==> src/rtl/adder_seq_ctrl_if.sv <==
// Requester-side handshake for adder_seq_ctrl: start/operands in, busy/done/result out.
// ADDER_SEQ_SUB_EN adds the sub request bit.
interface adder_seq_ctrl_if #(parameter int NIBBLES = 4);
    localparam int W = 4 * NIBBLES;

    logic         start;
    logic [W-1:0] x;
    logic [W-1:0] y;
    logic         cin;
`ifdef ADDER_SEQ_SUB_EN
    logic         sub;
`endif
    logic         busy;
    logic         done;
    logic [W-1:0] sum;
    logic         cout;

`ifdef ADDER_SEQ_SUB_EN
    modport master (output start, x, y, cin, sub, input busy, done, sum, cout);
    modport slave  (input start, x, y, cin, sub, output busy, done, sum, cout);
`else
    modport master (output start, x, y, cin, input busy, done, sum, cout);
    modport slave  (input start, x, y, cin, output busy, done, sum, cout);
`endif
endinterface

==> src/rtl/adder_seq_ctrl.sv <==
// Nibble-serial add sequencer driving one external 4-bit combinational adder, LSB first.
// Define ADDER_SEQ_SUB_EN to add the subtract request (y inverted, carry forced to 1).
module adder_seq_ctrl #(
    parameter int NIBBLES = 4
) (
    input  logic                  clk,
    input  logic                  rst_n,
    adder_seq_ctrl_if.slave       req,
    output logic [3:0]            add_a,
    output logic [3:0]            add_b,
    output logic                  add_ci,
    input  logic [3:0]            add_s,
    input  logic                  add_co
);
    localparam int IW = (NIBBLES > 1) ? $clog2(NIBBLES) : 1;

    // state  | meaning
    // S_IDLE | waiting for start, adder inputs parked at 0
    // S_RUN  | one nibble per cycle through the external adder
    // S_DONE | one-cycle done pulse, result stable
    typedef enum logic [1:0] {
        S_IDLE = 2'd0,
        S_RUN  = 2'd1,
        S_DONE = 2'd2
    } state_t;

    state_t                   state;
    state_t                   state_nxt;
    logic [IW-1:0]            idx;
    logic                     carry;
    logic [NIBBLES-1:0][3:0]  xr;
    logic [NIBBLES-1:0][3:0]  yr;
    logic [NIBBLES-1:0][3:0]  sum_r;
    logic                     cout_r;
    logic                     last;
    logic                     busy;
    logic                     done;

    assign last     = (idx == IW'(NIBBLES - 1));
    assign req.busy = busy;
    assign req.done = done;
    assign req.sum  = sum_r;
    assign req.cout = cout_r;

    always_ff @(posedge clk) begin
        if (!rst_n) begin
            state <= S_IDLE;
        end else begin
            state <= state_nxt;
        end
    end

    always_comb begin
        state_nxt = state;
        busy      = 1'b0;
        done      = 1'b0;
        add_a     = 4'h0;
        add_b     = 4'h0;
        add_ci    = 1'b0;
        case (state)
            S_IDLE: begin
                if (req.start) begin
                    state_nxt = S_RUN;
                end
            end
            S_RUN: begin
                busy   = 1'b1;
                add_a  = xr[idx];
                add_b  = yr[idx];
                add_ci = carry;
                if (last) begin
                    state_nxt = S_DONE;
                end
            end
            S_DONE: begin
                busy      = 1'b1;
                done      = 1'b1;
                state_nxt = S_IDLE;
            end
            default: begin
                state_nxt = S_IDLE;
            end
        endcase
    end

    always_ff @(posedge clk) begin
        if (!rst_n) begin
            idx    <= '0;
            carry  <= 1'b0;
            xr     <= '0;
            yr     <= '0;
            sum_r  <= '0;
            cout_r <= 1'b0;
        end else begin
            case (state)
                S_IDLE: begin
                    if (req.start) begin
                        xr  <= req.x;
                        idx <= '0;
`ifdef ADDER_SEQ_SUB_EN
                        // Two's-complement subtract: x + ~y + 1; cout=1 means no borrow.
                        yr    <= req.sub ? ~req.y : req.y;
                        carry <= req.sub ? 1'b1 : req.cin;
`else
                        yr    <= req.y;
                        carry <= req.cin;
`endif
                    end
                end
                S_RUN: begin
                    sum_r[idx] <= add_s;
                    carry      <= add_co;
                    if (last) begin
                        cout_r <= add_co;
                    end else begin
                        idx <= idx + 1'b1;
                    end
                end
                default: begin
                end
            endcase
        end
    end
endmodule

==> src/flat_wrapper.sv <==
// flat-port wrapper written by rule: the top's interface ports become plain ports
module adder_seq_ctrl_flat 
#(
    parameter int NIBBLES = 4
)
  (clk, rst_n, add_a, add_b, add_ci, add_s, add_co, req_start, req_x, req_y, req_cin, req_busy, req_done, req_sum, req_cout);
  adder_seq_ctrl_if #(.NIBBLES(NIBBLES)) req_i ();
  input  logic clk;
  input  logic rst_n;
  output logic [3:0] add_a;
  output logic [3:0] add_b;
  output logic add_ci;
  input  logic [3:0] add_s;
  input  logic add_co;
  input wire logic [$bits(req_i.start)-1:0] req_start;
  input wire logic [$bits(req_i.x)-1:0] req_x;
  input wire logic [$bits(req_i.y)-1:0] req_y;
  input wire logic [$bits(req_i.cin)-1:0] req_cin;
  output wire logic [$bits(req_i.busy)-1:0] req_busy;
  output wire logic [$bits(req_i.done)-1:0] req_done;
  output wire logic [$bits(req_i.sum)-1:0] req_sum;
  output wire logic [$bits(req_i.cout)-1:0] req_cout;
  assign req_i.start = req_start;
  assign req_i.x = req_x;
  assign req_i.y = req_y;
  assign req_i.cin = req_cin;
  assign req_busy = req_i.busy;
  assign req_done = req_i.done;
  assign req_sum = req_i.sum;
  assign req_cout = req_i.cout;
  adder_seq_ctrl #(.NIBBLES(NIBBLES)) u_core (.clk(clk), .rst_n(rst_n), .req(req_i), .add_a(add_a), .add_b(add_b), .add_ci(add_ci), .add_s(add_s), .add_co(add_co));
endmodule
==> config.mk <==
export PLATFORM = sky130hd
export DESIGN_NAME = adder_seq_ctrl_flat
export DESIGN_NICKNAME = d
export VERILOG_FILES = /design/src/rtl/adder_seq_ctrl_if.sv /design/src/rtl/adder_seq_ctrl.sv /design/src/flat_wrapper.sv
export SDC_FILE = /design/constraint.sdc
export NUM_CORES = 1
export LEC_CHECK = 0
export CAP_MARGIN = 10
export CORE_MARGIN = 3
export CORE_UTILIZATION = 45
export CTS_CLUSTER_DIAMETER = 120
export DETAILED_ROUTE_END_ITERATION = 10
export PLACE_DENSITY = 0.76
export SYNTH_ARGS = -nofsm -noshare
export SYNTH_HDL_FRONTEND = slang
export SYNTH_SLANG_ARGS = --single-unit
==> constraint.sdc <==
create_clock -name clk -period 2.5 [get_ports clk]
set_input_delay 0.375 -clock clk [delete_from_list [all_inputs] [get_ports clk]]
set_output_delay 0.375 -clock clk [all_outputs]
set_load 0.02 [all_outputs]
==> results.json <==
{
  "run_status": "complete, no violations",
  "grt.overflow.total": 0,
  "postSynthAreaPerCell_um2": 8.41,
  "m1WireLength_um": 2300,
  "critPathRequiredTime_ns": 2.12,
  "via_per_inst": 5.00,
  "crit_path_cell_trace": "buf_4, mux4_2, and2_1, clkdlybuf4s50_1",
  "final_core_utilization_pct": 65.4,
  "wl_met3_um": 351,
  "postSynthRegisterBits": 54,
  "ant_nets": 0,
  "grt_antenna_before_repair": 0,
  "finClkSkew_ns": 0.00825,
  "cp_data_arrival_time_ns": 2.05,
  "synth_warnings": 0,
  "cellPowerDensity_nw_per_um2": 568,
  "highest_fanout_seen_on_the_critical_path": 9,
  "syn_to_final_growth_pct": 36.1,
  "gp_congestion": 0.787,
  "synth-seq-area-share_pct": 46.4,
  "syn-instance-count": 277,
  "start_util_pct": 48.1,
  "finalWorstSetupSlack_ns": 0.0728,
  "antennaDiodeCount": 0,
  "power_frac_seq_pct": 52.3,
  "portbufs": 68,
  "fp.dieArea_um2": 6080,
  "drt-initial-drc-count": 98,
  "boundaryPins": 69,
  "finalMaxSlewViolations": 0,
  "cts.htree.levels": 2,
  "worstSetupEndpointType": "output pin",
  "global_route.usage.total_pct": 17.4,
  "clock-root-buffer": "sky130_fd_sc_hd__clkbuf_8",
  "worst_slew_margin_rel_pct": 68.2,
  "ctsResizeCount": 0,
  "max_stage_delay_ns": 0.53,
  "design.core.area_um2": 4850,
  "die-height_um": 78.0,
  "critical_path_buf_inv_count": 2,
  "floorplan.die.width_um": 78.0,
  "total_power_mw": 1.80,
  "cts_sinks": 54,
  "route.final.wire_length_um": 5180,
  "grt_max_degree": 33,
  "fill_cells": 439,
  "hold_violations": 0,
  "cts_hold_repair.buffers": 0,
  "crit_path_max_delay_family": "buffers and inverters",
  "place_worst_setup_slack_ns": 0.384,
  "clock_latency_ns": 0.30,
  "p_comb_share_pct": 21.3,
  "post_route_cells_drive_above_1_share_pct": 7.87,
  "drv.max_cap_violation_count": 0,
  "synth.largest_area_cell": "sky130_fd_sc_hd__dfxtp_1",
  "p_leak_nw": 1.23,
  "min_path_type": "flop to flop",
  "min_period_ns": 2.43,
  "netSwitchingPower_uw": 486,
  "path_clk_slew_ns": 0.08,
  "worst_pin_slew_ns": 0.465,
  "cts_setup_buffers": 0,
  "final_min_period_over_clock_period_pct": 97.1,
  "power.share.clock_pct": 26.4,
  "grt_first_pass_wirelength_um": 8540,
  "post_drt_wl_per_cell_um": 12.6,
  "syn_nets": 327,
  "cts-buffers-inserted": 5,
  "critical_path.startpoint_type": "flop",
  "cp_slowest_cell": "sky130_fd_sc_hd__clkdlybuf4s50_1",
  "setup-violations-final": 0,
  "stdcell_count": 410,
  "highest_signal_layer": "met4",
  "net_count_final": 394,
  "yosysTopAreaCellShare_pct": 46.4,
  "critPathKind": "flop to output pin",
  "via_count_of_the_first_global_routing_pass": 1942,
  "power_report.internal_total_mw": 1.31,
  "route.detailed.drc": 0,
  "cts.path.max_buffers": 2,
  "drt_pass1_iterations": 5,
  "power.ir.vdd_worst_mv": 0.392,
  "syn-cell-area_um2": 2330,
  "detailedPlacementHpwl_um": 3730,
  "synth.lib_cells_used.distinct": 23,
  "place.detailed.instances": 404,
  "vias": 2050,
  "ys_top_cells_by_area": "sky130_fd_sc_hd__dfxtp_1 (46%), sky130_fd_sc_hd__nand2_1 (14%), sky130_fd_sc_hd__a21oi_1 (11%), sky130_fd_sc_hd__mux4_2 (7.7%), sky130_fd_sc_hd__ha_1 (4.8%)",
  "power.switching_fraction_pct": 27.0,
  "fmax_ghz": 0.412,
  "grt_setup_unrepaired": "no",
  "fp-row-count": 25,
  "cts_tree": "yes",
  "met2WireLength_um": 2470,
  "setup_tns_ns": 0
}
[metal layers]
layer / GRT usage [%] / up-vias
li1: - / 1055
met3: 4.87 / 4
met4: 6.29 / 0
met2: 30.0 / 61
met1: 20.6 / 930
met5: 0 / -
[logic make-up after synthesis]
| kind of cell | after synthesis | synth area share (%) |
|---|---|---|
| compound gates | 56 | 12.5 |
| fa+ha+maj | 9 | 4.83 |
| buf+inv | 23 | 4.67 |
| flops | 54 | 46.4 |
| mux | 10 | 8.59 |
| simple gates | 125 | 23.0 |
[metrics by stage]
stage | area, um^2 | hold WS, ns
2_1_floorplan | 2330 | 0.433
3_3_place_gp | 3080 | 0.440
3_5_place_dp | 3080 | 0.444
4_1_cts | 3160 | 0.455
5_1_grt | 3170 | 0.477
6_report | 3170 | 0.456
[worst register-to-register path, stage by stage (launching register included)]
cell and delay, ns:
sky130_fd_sc_hd__dfxtp_1 0.37, sky130_fd_sc_hd__inv_1 0.10, sky130_fd_sc_hd__ha_1 0.32, sky130_fd_sc_hd__buf_4 0.21, sky130_fd_sc_hd__nand2_1 0.17, sky130_fd_sc_hd__o211a_1 0.25
sky130_fd_sc_hd__mux2i_1 0.21
[path summary, 6_finish.rpt]
check,from,cells after the start,endpoint,slack (ns)
min,u_core.xr[4],2,u_core.xr[4],0.46
max reg2reg,u_core.state[1],6,u_core.idx[1],0.80
min reg2reg,u_core.xr[4],2,u_core.xr[4],0.46
max,u_core.idx[0],4,add_b[0],0.07
[Yosys cell counts]
cell,n
sky130_fd_sc_hd__a2111oi_0,1
sky130_fd_sc_hd__a21o_1,1
sky130_fd_sc_hd__and2b_2,1
sky130_fd_sc_hd__nand3_1,20
sky130_fd_sc_hd__inv_1,4
sky130_fd_sc_hd__ha_1,9
sky130_fd_sc_hd__nor3_1,1
sky130_fd_sc_hd__mux2i_1,2
sky130_fd_sc_hd__or2b_2,1
sky130_fd_sc_hd__nand2b_1,1
sky130_fd_sc_hd__o211a_1,1
sky130_fd_sc_hd__nand2_1,88
sky130_fd_sc_hd__clkbuf_1,10
sky130_fd_sc_hd__dfxtp_1,54
sky130_fd_sc_hd__a21oi_1,52
sky130_fd_sc_hd__nor2_1,2
sky130_fd_sc_hd__clkinv_1,1
sky130_fd_sc_hd__or2_2,1
sky130_fd_sc_hd__buf_6,2
sky130_fd_sc_hd__buf_2,6
sky130_fd_sc_hd__o21ai_0,1
sky130_fd_sc_hd__and2_1,10
sky130_fd_sc_hd__mux4_2,8
[power groups by stage]
stage | combinational (mW) | clock, mW | sequential [mW]
3_3_place_gp | 0.378 | 0 | 0.961
5_1_grt | 0.421 | 0.517 | 0.949
2_1_floorplan | 0.227 | 0 | 0.964
6_report | 0.383 | 0.476 | 0.942
4_1_cts | 0.387 | 0.489 | 0.942
3_5_place_dp | 0.384 | 0 | 0.962
[state kept, by name, summed over array words and instances (netlist names)]
signal	count
u_core.req.sum	16
u_core.xr	16
u_core.yr	16
u_core.idx	2
u_core.state	2
u_core.carry	1
u_core.req.cout	1
[area by class of cell]
class	instances	area, um^2	area share (%)
clock buffers	6	82.6	2.60
inverters	5	18.8	0.592
multi-input cells	200	1140	35.9
flip-flops and latches	54	1080	34.1
well taps	67	83.8	2.64
repair buffers	78	766	24.1
[layout by cell type, fill, tap and decap left out]
master,netlist,final
sky130_fd_sc_hd__nand2b_1,1,1
sky130_fd_sc_hd__a21o_1,1,1
sky130_fd_sc_hd__nor3_1,1,1
sky130_fd_sc_hd__nand2_1,88,88
sky130_fd_sc_hd__nand3_1,20,20
sky130_fd_sc_hd__and2b_2,1,1
sky130_fd_sc_hd__mux4_2,8,8
sky130_fd_sc_hd__dlymetal6s2s_1,0,4
sky130_fd_sc_hd__a2111oi_0,1,1
sky130_fd_sc_hd__a21oi_1,52,52
sky130_fd_sc_hd__clkdlybuf4s50_1,0,64
sky130_fd_sc_hd__clkinv_1,1,1
sky130_fd_sc_hd__dfxtp_1,54,54
sky130_fd_sc_hd__o21ai_0,1,1
sky130_fd_sc_hd__inv_1,4,4
sky130_fd_sc_hd__or2_2,1,1
sky130_fd_sc_hd__clkbuf_8,0,6
sky130_fd_sc_hd__or2b_2,1,1
sky130_fd_sc_hd__buf_4,0,10
sky130_fd_sc_hd__o211a_1,1,1
sky130_fd_sc_hd__nor2_1,2,2
sky130_fd_sc_hd__mux2i_1,2,2
sky130_fd_sc_hd__and2_1,10,10
sky130_fd_sc_hd__ha_1,9,9
(Power assumes the default switching activity.)
